===== config.mk =====
export PLATFORM = sky130hd
export DESIGN_NAME = uart_tx_arbiter
export DESIGN_NICKNAME = d
export VERILOG_FILES = /design/src/rtl/uart_tx_pkg.sv /design/src/rtl/rr_arbiter.sv /design/src/rtl/uart_tx_arbiter.sv
export SDC_FILE = /design/constraint.sdc
export NUM_CORES = 1
export LEC_CHECK = 0
export CORE_ASPECT_RATIO = 1.25
export CORE_MARGIN = 10
export CORE_UTILIZATION = 41
export CTS_BUF_LIST = sky130_fd_sc_hd__clkbuf_8
export DETAILED_ROUTE_END_ITERATION = 12
export GPL_ROUTABILITY_DRIVEN = 0
export PLACE_DENSITY_LB_ADDON = 0.25
export SETUP_SLACK_MARGIN = 0.15
export SLEW_MARGIN = 40
export SYNTH_ARGS = -nofsm -noshare
export SYNTH_HDL_FRONTEND = slang
export SYNTH_SLANG_ARGS = --single-unit

===== constraint.sdc =====
create_clock -name clk -period 1.65 [get_ports clk]
set_clock_uncertainty 0.1 [all_clocks]
set_input_delay 0.33 -clock clk [delete_from_list [all_inputs] [get_ports clk]]
set_output_delay 0.33 -clock clk [all_outputs]
set_load 0.02 [all_outputs]

===== src/rtl/uart_tx_pkg.sv =====
// rtl/uart_tx_pkg.sv - shared constants for the UART transmit arbiter
package uart_tx_pkg;

  localparam logic [1:0] ST_IDLE    = 2'd0;
  localparam logic [1:0] ST_SEND    = 2'd1;
  localparam logic [1:0] ST_WAIT_HI = 2'd2;
  localparam logic [1:0] ST_WAIT_LO = 2'd3;

  localparam logic [7:0] HDR_BASE = 8'hA0;

  function automatic logic [7:0] header_byte(input logic [1:0] id);
    return HDR_BASE | {6'b0, id};
  endfunction

endpackage


===== src/rtl/rr_arbiter.sv =====
// rtl/rr_arbiter.sv - combinational round-robin pick; the caller owns the pointer register
module rr_arbiter
  import uart_tx_pkg::*;
#(
  parameter int N  = 2,
  parameter int IW = 1
) (
  input  logic [N-1:0]  req,
  input  logic [IW-1:0] ptr,
  output logic [N-1:0]  grant,
  output logic [IW-1:0] grant_idx,
  output logic          grant_any
);

  logic [IW-1:0] cand;

  // Scan from ptr upward with wrap; the first set request wins.
  always_comb begin
    grant     = '0;
    grant_idx = '0;
    grant_any = 1'b0;
    cand      = '0;
    for (int k = 0; k < N; k++) begin
      cand = IW'((int'(ptr) + k) % N);
      if (!grant_any && req[cand]) begin
        grant_any   = 1'b1;
        grant[cand] = 1'b1;
        grant_idx   = cand;
      end
    end
  end

endmodule


===== src/rtl/uart_tx_arbiter.sv =====
// rtl/uart_tx_arbiter.sv - shares one UART transmitter among NUM_REQ word requesters
// UART_TX_HEADER_EN: prefix each word with header byte 8'hA0 | cur_id
module uart_tx_arbiter
  import uart_tx_pkg::*;
#(
  parameter int NUM_REQ    = 2,
  parameter int WORD_BYTES = 2
) (
  input  logic                              clk,
  input  logic                              rst,
  input  logic [NUM_REQ-1:0]                req_valid,
  input  logic [NUM_REQ*8*WORD_BYTES-1:0]   req_data,
  output logic [NUM_REQ-1:0]                req_ready,
  output logic                              tx_start,
  output logic [7:0]                        tx_data,
  input  logic                              tx_busy,
  output logic [$clog2(NUM_REQ)-1:0]        cur_id
);

  localparam int IW = $clog2(NUM_REQ);
  localparam int WW = 8 * WORD_BYTES;
`ifdef UART_TX_HEADER_EN
  localparam int NBYTES = WORD_BYTES + 1;
`else
  localparam int NBYTES = WORD_BYTES;
`endif
  localparam int FW = 8 * NBYTES;
  localparam int CW = $clog2(NBYTES + 1);
  localparam logic [CW-1:0] LAST = CW'(NBYTES - 1);

  logic [1:0]         state;
  logic [CW-1:0]      cnt;
  logic [IW-1:0]      rr_ptr;
  logic [FW-1:0]      frame;

  logic [NUM_REQ-1:0] grant;
  logic [IW-1:0]      grant_idx;
  logic               grant_any;
  logic [IW-1:0]      next_ptr;
  logic [WW-1:0]      win_word;
  logic [FW-1:0]      win_frame;

  rr_arbiter #(
    .N  (NUM_REQ),
    .IW (IW)
  ) u_rr_arbiter (
    .req       (req_valid),
    .ptr       (rr_ptr),
    .grant     (grant),
    .grant_idx (grant_idx),
    .grant_any (grant_any)
  );

  always_comb begin
    win_word = '0;
    for (int i = 0; i < NUM_REQ; i++) begin
      if (grant[i]) win_word = req_data[i*WW +: WW];
    end
  end

  // The frame is kept LSB-first so each strobe just takes the low byte and shifts.
`ifdef UART_TX_HEADER_EN
  assign win_frame = {win_word, header_byte(2'(grant_idx))};
`else
  assign win_frame = win_word;
`endif

  assign next_ptr = (grant_idx == IW'(NUM_REQ - 1)) ? '0 : grant_idx + 1'b1;

  always_ff @(posedge clk or posedge rst) begin
    if (rst) begin
      state     <= ST_IDLE;
      cnt       <= '0;
      rr_ptr    <= '0;
      frame     <= '0;
      req_ready <= '0;
      tx_start  <= 1'b0;
      tx_data   <= 8'h00;
      cur_id    <= '0;
    end else begin
      req_ready <= '0;
      tx_start  <= 1'b0;
      case (state)
        ST_IDLE: begin
          // Grant, acknowledge and first strobe all leave on the same edge.
          if (grant_any) begin
            req_ready <= grant;
            cur_id    <= grant_idx;
            rr_ptr    <= next_ptr;
            cnt       <= '0;
            tx_start  <= 1'b1;
            tx_data   <= win_frame[7:0];
            frame     <= win_frame >> 8;
            state     <= ST_SEND;
          end
        end
        ST_SEND: begin
          state <= ST_WAIT_HI;
        end
        ST_WAIT_HI: begin
          if (tx_busy) state <= ST_WAIT_LO;
        end
        ST_WAIT_LO: begin
          if (!tx_busy) begin
            if (cnt < LAST) begin
              cnt      <= cnt + 1'b1;
              tx_start <= 1'b1;
              tx_data  <= frame[7:0];
              frame    <= frame >> 8;
              state    <= ST_SEND;
            end else begin
              state <= ST_IDLE;
            end
          end
        end
        default: begin
          state <= ST_IDLE;
        end
      endcase
    end
  end

endmodule


==> flow_metrics.py <==
metrics = {
    "run_status": {
        "status": "finished with violations",
        "violations": "setup timing",
    },
    "hold_path": {
        "min_path_type": "in -> async",
    },
    "worst_setup_path": {
        "cp_slowest_cell": "dfrtp_1",
        "rr_worst_depth": 6,
        "slowest_delay_ns": 0.42,
        "worst_ep_arrival_time_ns": 1.77,
        "worstPathMaxFanout": 3,
        "cp.required_ns": 1.71,
        "crit_path_end_kind": "flop",
        "critical_path_buf_inv_count": 2,
        "worstPathCellList": "inv_2 > ha_4 > or3b_4 > buf_6 > nand2_4 > mux2_4",
        "critPathKind": "reg -> reg",
        "crit_path_start_kind": "flop",
        "cp.depth": 6,
        "cp_top_family": "simple AND/OR/NAND/NOR gates",
    },
    "drt": {
        "routed_wl_mm": 4.447,
        "via_per_inst": 5.667,
        "firstDrtPassIters": 4,
        "final_antenna_net_count": 0,
        "drc": 0,
        "num_vias": 1275,
        "drt_iter0_drc": 60,
        "wl_per_cell_um": 19.76,
    },
    "placed_design": {
        "port_buffers": 48,
        "hpwl_mm": 3.184,
        "dp_cells": 216,
    },
    "die": {
        "initial_core_util": 0.4219,
        "core_area_um2": 3194,
        "fp-row-count": 23,
        "die_w_um": 71.28,
        "die-area_um2": 5994,
        "fp.dieH_um": 84.10,
        "io_pins": 49,
    },
    "global_route": {
        "grt_pass1_wl_mm": 6.934,
        "grt_use_total": 0.1390,
        "grt_max_degree": 26,
        "grt_remaining_overflow": 0,
        "first_global_vias": 1430,
        "antenna_found_initial": 0,
    },
    "cells_and_area": {
        "stdcell_count": 225,
        "antennaDiodeCount": 0,
        "layout_commonest_cell": "clkdlybuf4s50_1",
        "fillers": 254,
        "areaGrowthSynthToFinish_pct": 62.30,
        "final_cell_mix": "clkdlybuf4s50_1, dfrtp_1, buf_4",
        "nets": 230,
        "drive_gt1_frac": 0.3191,
    },
    "clock_tree": {
        "clk-insertion-delay-late_ns": 0.27,
        "cts_max_level": 1,
        "clkSlewWorstSetupHoldPaths_ns": 0.09,
        "numCtsBuffers": 3,
        "cts_hold_repair.buffers": 0,
        "cts_tree": "yes",
        "root_buffer": "clkbuf_8",
        "clock_sinks": 25,
        "cts_buffer_depth": 2,
    },
    "yosys": {
        "synth_cells": 121,
        "yosysSeqAreaShare": 0.4643,
        "synth.avg_cell_area_um2": 11.14,
        "syn_area_um2": 1348,
        "synth_cell_types": 33,
        "synth_nets": 162,
        "yosysWarnings": 0,
        "synth_seq_cells": 25,
    },
    "pwr": {
        "peakVddDrop_mv": 1.136,
        "cellPowerDensity_nw_per_um2": 1509,
        "power.leakage_nw": 0.9420,
    },
    "sta": {
        "setup_violations": 18,
        "period_share": 1.036,
        "slew_violations": 0,
        "rsz0062_at_grt": "yes",
        "setup_tns_ns": -0.4851,
        "fin_crit_ns": 1.710,
        "worst_pin_slew_ns": 0.3376,
        "finalHoldViolations": 0,
        "fin_ws_ns": -0.05974,
        "max_slew_margin": 0.7749,
        "clock.fmax_ghz": 0.5849,
    },
    "flow_run": {
        "drv_cap": 0,
    },
}
## through the flow
| step | cell area [um^2] | util | total power, W | hold WS, ns | worst slack [ns] |
|---|---|---|---|---|---|
| 2_1_floorplan | 1404 | - | 0.002059 | 0.2573 | -0.1217 |
| 3_3_place_gp | 2004 | 0.6275 | 0.002581 | 0.3613 | -0.3111 |
| 3_5_place_dp | 2004 | 0.6275 | 0.002663 | 0.3723 | -0.3692 |
| 4_1_cts | 2127 | 0.6659 | 0.003125 | 0.3228 | -0.04370 |
| 5_1_grt | 2187 | 0.6847 | 0.003505 | 0.3635 | -0.1165 |
| 6_report | 2187 | 0.6847 | 0.003299 | 0.3102 | -0.05974 |
## Yosys cell counts, drive strengths merged
library cell | count | area, um^2
dfrtp | 25 | 625.6
a32oi | 17 | 148.9
inv | 13 | 48.80
nand3 | 9 | 45.04
o221ai | 8 | 120.1
o2bb2ai | 8 | 70.07
buf | 7 | 48.79
clkbuf | 5 | 20.01
ha | 4 | 50.05
o21ai | 3 | 18.76
a21oi | 2 | 10.01
mux2i | 2 | 20.02
nand2 | 2 | 7.510
nor2 | 2 | 7.510
nor2b | 2 | 12.51
a211oi | 1 | 7.510
a21boi | 1 | 11.26
a31oi | 1 | 6.260
and2 | 1 | 6.260
and3 | 1 | 6.260
and3b | 1 | 8.760
mux2 | 1 | 11.26
nand2b | 1 | 6.260
o211ai | 1 | 7.510
o21a | 1 | 7.510
or2 | 1 | 6.260
or3b | 1 | 8.760
## worst register-to-register path, stage by stage (launching register included)
cell and delay [ns]:
dfrtp_1 0.42, inv_2 0.09, ha_4 0.13, or3b_4 0.39, buf_6 0.14, nand2_4 0.05
mux2_4 0.29
## final timing paths
check                                     start                      to  slack [ns]
hold reg to reg            frame[7]$_DFFE_PP0P_    frame[7]$_DFFE_PP0P_        0.40
setup / recovery           state[1]$_DFFE_PP0P_    state[1]$_DFFE_PP0P_       -0.06
setup reg to reg           state[1]$_DFFE_PP0P_    state[1]$_DFFE_PP0P_       -0.06
min in group clk           frame[7]$_DFFE_PP0P_    frame[7]$_DFFE_PP0P_        0.40
hold / removal                              rst    state[0]$_DFFE_PP0P_        0.31
max in group asynchronous                   rst  tx_data[1]$_DFFE_PP0P_        0.88
## per-layer routing
layer | GRT usage | part of all wire
met1 | 0.1428 | 0.38
met2 | 0.2596 | 0.56
met3 | 0.03690 | 0.053
met4 | 0.04233 | 0.0043
met5 | 0 | 0
## report_power, final
part | internal (W) | switching, W
combinational | 0.000986 | 0.000976
clock | 0.000169 | 0.000203
sequential | 0.000828 | 0.000137
total | 0.00198 | 0.00132
## cell families (layout without fill, tap and decap cells)
logic type,Yosys count,count (layout),share of synthesized area
DFF,25,25,0.4643
buffers and inverters,25,91,0.08727
muxes,3,3,0.02321
adders and majority gates,4,4,0.03714
and+or+nand+nor,21,21,0.08544
AOI/OAI and AO/OA,43,44,0.3027
## registers in the layout, indices dropped and copies added, names as in the netlist
signal / count
frame: 8
tx_data: 8
cnt: 2
req_ready: 2
state: 2
cur_id: 1
rr_ptr: 1
tx_start: 1
## layout make-up
type                            instances  area [um^2]  share of cell area
Multi-Input combinational cell         72        735.7              0.3364
Timing Repair Buffer                   74        684.4              0.3129
Tap cell                               37        46.29             0.02117
Clock inverter                          1        5.005            0.002288
Sequential cell                        25        625.6              0.2860
Inverter                               13        48.80             0.02231
Clock buffer                            3        41.29             0.01888
## repair_timing
item / CTS / global route
setup buffers: 2 / 1
gates resized for setup: 28 / 7
setup endpoints to repair: 33 / 21
gates cloned: 1 / 1
pin swaps: 3 / 4
No activity file was read; power rests on OpenSTA's default activity.
